===== config.mk =====
export PLATFORM = sky130hd
export DESIGN_NAME = return_stack
export DESIGN_NICKNAME = d
export VERILOG_FILES = /design/src/rtl/return_stack.sv
export SDC_FILE = /design/constraint.sdc
export NUM_CORES = 1
export LEC_CHECK = 0
export CAP_MARGIN = 30
export CORE_ASPECT_RATIO = 0.8
export CORE_UTILIZATION = 40
export CTS_BUF_LIST = sky130_fd_sc_hd__clkbuf_4
export CTS_CLUSTER_DIAMETER = 120
export DETAILED_ROUTE_END_ITERATION = 16
export RECOVER_POWER = 25
export SLEW_MARGIN = 0
export SYNTH_ARGS = -nofsm -noshare
export SYNTH_HDL_FRONTEND = slang
export SYNTH_SLANG_ARGS = --single-unit

===== constraint.sdc =====
create_clock -name clk -period 11.11 [get_ports clk]
set_input_delay 1.111 -clock clk [delete_from_list [all_inputs] [get_ports clk]]
set_output_delay 1.111 -clock clk [all_outputs]
set_load 0.02 [all_outputs]

===== src/rtl/return_stack.sv =====
// LIFO return stack; push/pop take effect at the clock edge and the top word is visible right after it.
// No backpressure: a push while full or a pop while empty is dropped and latched in a sticky error flag.
module return_stack #(
  parameter  int WIDTH = 32,
  parameter  int DEPTH = 16,
  localparam int PTR_W = $clog2(DEPTH)
) (
  input  logic             clk,
  input  logic             rst,
  input  logic             push,
  input  logic             pop,
  input  logic             err_clr,
  input  logic [WIDTH-1:0] dado,
  output logic [WIDTH-1:0] saida,
  output logic [PTR_W:0]   count,
  output logic             empty,
  output logic             full,
  output logic             overflow,
  output logic             underflow
);

  localparam logic [PTR_W:0] SP_ONE  = (PTR_W+1)'(1);
  localparam logic [PTR_W:0] SP_FULL = (PTR_W+1)'(DEPTH);

  logic [WIDTH-1:0] r_mem [DEPTH];
  logic [PTR_W:0]   r_sp;
  logic             r_overflow;
  logic             r_underflow;

  logic             w_empty;
  logic             w_full;
  logic [PTR_W-1:0] w_top_idx;
  logic [PTR_W-1:0] w_wr_idx;
  logic             w_replace;
  logic             w_do_push;
  logic             w_do_pop;
  logic             w_wr_en;
  logic             w_ovf_set;
  logic             w_unf_set;

  assign w_empty   = (r_sp == '0);
  assign w_full    = (r_sp == SP_FULL);
  // When full the low pointer bits are zero, so the subtraction wraps to DEPTH-1 as intended.
  assign w_top_idx = r_sp[PTR_W-1:0] - PTR_W'(1);

  // Push together with pop on a non-empty stack overwrites the top in place; on an empty stack it is a plain push.
  assign w_replace = push && pop && !w_empty;
  assign w_do_push = push && !w_replace && !w_full;
  assign w_do_pop  = pop && !push && !w_empty;
  assign w_wr_en   = w_replace || w_do_push;
  assign w_wr_idx  = w_replace ? w_top_idx : r_sp[PTR_W-1:0];

  assign w_ovf_set = push && !pop && w_full;
  assign w_unf_set = pop && !push && w_empty;

  always_ff @(posedge clk) begin
    if (!rst && w_wr_en) begin
      r_mem[w_wr_idx] <= dado;
    end
  end

  always_ff @(posedge clk) begin
    if (rst) begin
      r_sp <= '0;
    end else if (w_do_push) begin
      r_sp <= r_sp + SP_ONE;
    end else if (w_do_pop) begin
      r_sp <= r_sp - SP_ONE;
    end
  end

  // A new error in the same cycle as err_clr keeps the flag set.
  always_ff @(posedge clk) begin
    if (rst) begin
      r_overflow  <= 1'b0;
      r_underflow <= 1'b0;
    end else begin
      if (w_ovf_set) begin
        r_overflow <= 1'b1;
      end else if (err_clr) begin
        r_overflow <= 1'b0;
      end
      if (w_unf_set) begin
        r_underflow <= 1'b1;
      end else if (err_clr) begin
        r_underflow <= 1'b0;
      end
    end
  end

  assign saida     = w_empty ? '0 : r_mem[w_top_idx];
  assign count     = r_sp;
  assign empty     = w_empty;
  assign full      = w_full;
  assign overflow  = r_overflow;
  assign underflow = r_underflow;

endmodule


==> flow_summary.json <==
{
  "outcome": "finished clean",
  "grt_pass1_wl_mm": 64.3,
  "crit_chain": "inv_1 > ha_4 > buf_4 > buf_12 > mux4_2 > mux2i_1 > o22ai_1 > clkdlybuf4s50_1",
  "synth_area_leaders": "edfxtp_1, mux4_2, mux2i_1",
  "path_class": "register to output port",
  "cts_root_buf": "clkbuf_4",
  "endpoint_kind": "output port",
  "hp-class": "register to register",
  "slew_headroom_pct": 35.7,
  "num_io_pins": 78,
  "design.die.area_mm2": 0.0511,
  "cp_max_fo": 65,
  "synth_cell_types": 39,
  "wire_per_inst_um": 23.4,
  "clock_path_buffers": 3,
  "worstMarginPinSlew_ns": 0.959,
  "p_per_area_mw_per_mm2": 282,
  "nNetsFinal": 1104,
  "synth_nets": 931,
  "port_buffers": 77,
  "wl_mm": 43.1,
  "syn_avg_cell_area_um2": 22.6,
  "grt_max_degree": 112,
  "synth_edf_count": 512,
  "drv_cap": 0,
  "synth-seq-area-share_pct": 77.2,
  "syn2layout_area_growth_pct": 16.8,
  "grt_util_met1_pct": 24.5,
  "fin_tns_setup_ns": 0,
  "met3_usage_pct": 4.16,
  "syn_inst": 888,
  "hold_slack_ns": 0.507,
  "cp_slowest_stage_delay_ns": 0.98,
  "grt_pass1_vias": 10200,
  "drt-vias-per-instance": 5.23,
  "drt_iter0_markers": 674,
  "rsz0062_at_grt": "no",
  "cp.required_ns": 10.00,
  "finClkSkew_ns": 0.0808,
  "finalHoldViolCount": 0,
  "met2_usage_pct": 26.9,
  "cts_sinks": 519,
  "synth_top_cell_area_share_pct": 76.5,
  "fin_cells": 1839,
  "worstSkewPairLatency_ns": 0.88,
  "p_total_uw": 6620,
  "synth-seq-cells": 519,
  "drv_slew": 0,
  "ys_top_cells_by_count": "edfxtp_1, mux4_2, mux2i_1",
  "worstPathArrival_ns": 5.11,
  "final.period_utilization_pct": 56.0,
  "cts_tree": "yes",
  "core_area_mm2": 0.0496,
  "top_usage_layer": "met2",
  "cts_resized": 0,
  "track_usage_pct": 17.3,
  "rows": 73,
  "yosys.area.top_type": "edfxtp_1",
  "dpl.cell_count": 1613,
  "antenna_left": 0,
  "htree_levels": 3,
  "start_util_pct": 40.5,
  "hold_buffers": 0,
  "async_flop_share_pct": 0,
  "synth_warnings": 0,
  "syn-cell-area_mm2": 0.0201,
  "leakage_uw": 0.00748,
  "synth_most_common_cell": "edfxtp_1",
  "grt_overflow": 0,
  "cts_setup_buffers": 0,
  "crit_family": "buffers and inverters",
  "cts_made_buffers": 120,
  "setup_viol": 0,
  "drc_errors": 0,
  "path_clk_slew_ns": 0.07,
  "cp_slowest_cell": "ha_4",
  "timing.fmax_ghz": 0.161,
  "die_y_um": 202,
  "via_count": 9624,
  "drive_above_1_share_pct": 31.3,
  "min_period_ns": 6.22,
  "drtPass1Iterations": 5,
  "place_congestion": 0.740,
  "synth-main-ff-cell": "edfxtp_1",
  "ir_drop_mv": 0.209,
  "crit_buf_inv": 4,
  "antenna_found_initial": 3,
  "worstSetupStartpointType": "register",
  "fp.dieW_um": 253,
  "dpl.hpwl_mm": 21.1
}
-- worst paths after layout --
path                 start           end  slack, ns  cells after the start
setup / recovery  count[0]     saida[23]       4.89                      8
hold / removal    overflow      overflow       0.51                      2
setup reg to reg  count[0]  r_mem[8][15]       7.06                      5
hold reg to reg   overflow      overflow       0.51                      2
-- where the power goes --
group / switching (µW) / internal (µW)
Combinational: 1500 / 1260
Sequential: 62.5 / 2260
Clock: 747 / 788
Total: 2310 / 4310
-- state kept, by name (all words and copies together) (netlist names) --
name       cells
overflow       1
r_mem        512
underflow      1
count          5
-- routing by layer --
metal	routed length [µm]	vias up	part of all wire, %
met5	0	-	0
met4	502	0	1.2
met3	2250	54	5.2
met2	20600	259	48
met1	19800	5103	46
li1	-	4208	-
-- cell type report --
| class | count | area, µm² |
|---|---|---|
| well taps | 675 | 845 |
| repair buffers | 100 | 1000 |
| flip-flops and latches | 519 | 15500 |
| inverters | 8 | 30.0 |
| clock buffers | 173 | 1300 |
| clock inverters | 46 | 277 |
| multi-input cells | 312 | 4470 |
| diodes | 6 | 15.0 |
| fillers | 4143 | 26100 |
-- worst register-to-register path, cell delays in order, from the launching register on --
cell and delay [ns]:
dfxtp_4 0.71, inv_1 0.33, ha_4 0.98, a31oi_1 0.55, nor2_4 0.49, buf_4 0.55
-- cell usage in the layout (no fill, tap or decap), types with 2 or more instances in the layout --
master,instances
edfxtp_1,512
clkbuf_4,173
mux4_2,128
mux2i_1,67
clkdlybuf4s50_1,54
clkinv_1,34
o22ai_1,33
dlygate4sd3_1,23
buf_4,19
nor2_4,16
nor2_1,9
inv_1,8
diode_2,6
dfxtp_1,6
xnor2_1,5
nand2_1,5
nor3_1,5
a31oi_1,5
clkinv_2,5
nand2b_1,4
ha_1,4
a21oi_1,3
nor2b_1,3
bufinv_16,3
inv_6,3
buf_12,3
or3_4,2
a21o_1,2
a22oi_1,2
-- cells by family after synthesis --
| kind of cell | synth area share (%) |
|---|---|
| simple gates | 1.39 |
| flops | 77.2 |
| fa+ha+maj | 0.411 |
| mux | 17.7 |
| compound gates | 1.74 |
| xor+xnor | 0.262 |
| buf+inv | 1.26 |
-- per-stage QoR --
step	worst slack [ns]	utilization, %	area, µm²
after detailed placement	5.46	44.0	21800
final	4.89	47.3	23500
after floorplan	6.87	-	20100
after global placement	5.46	44.0	21800
after CTS	4.48	47.2	23400
after global routing	4.44	47.3	23400
(Power assumes the default switching activity.)
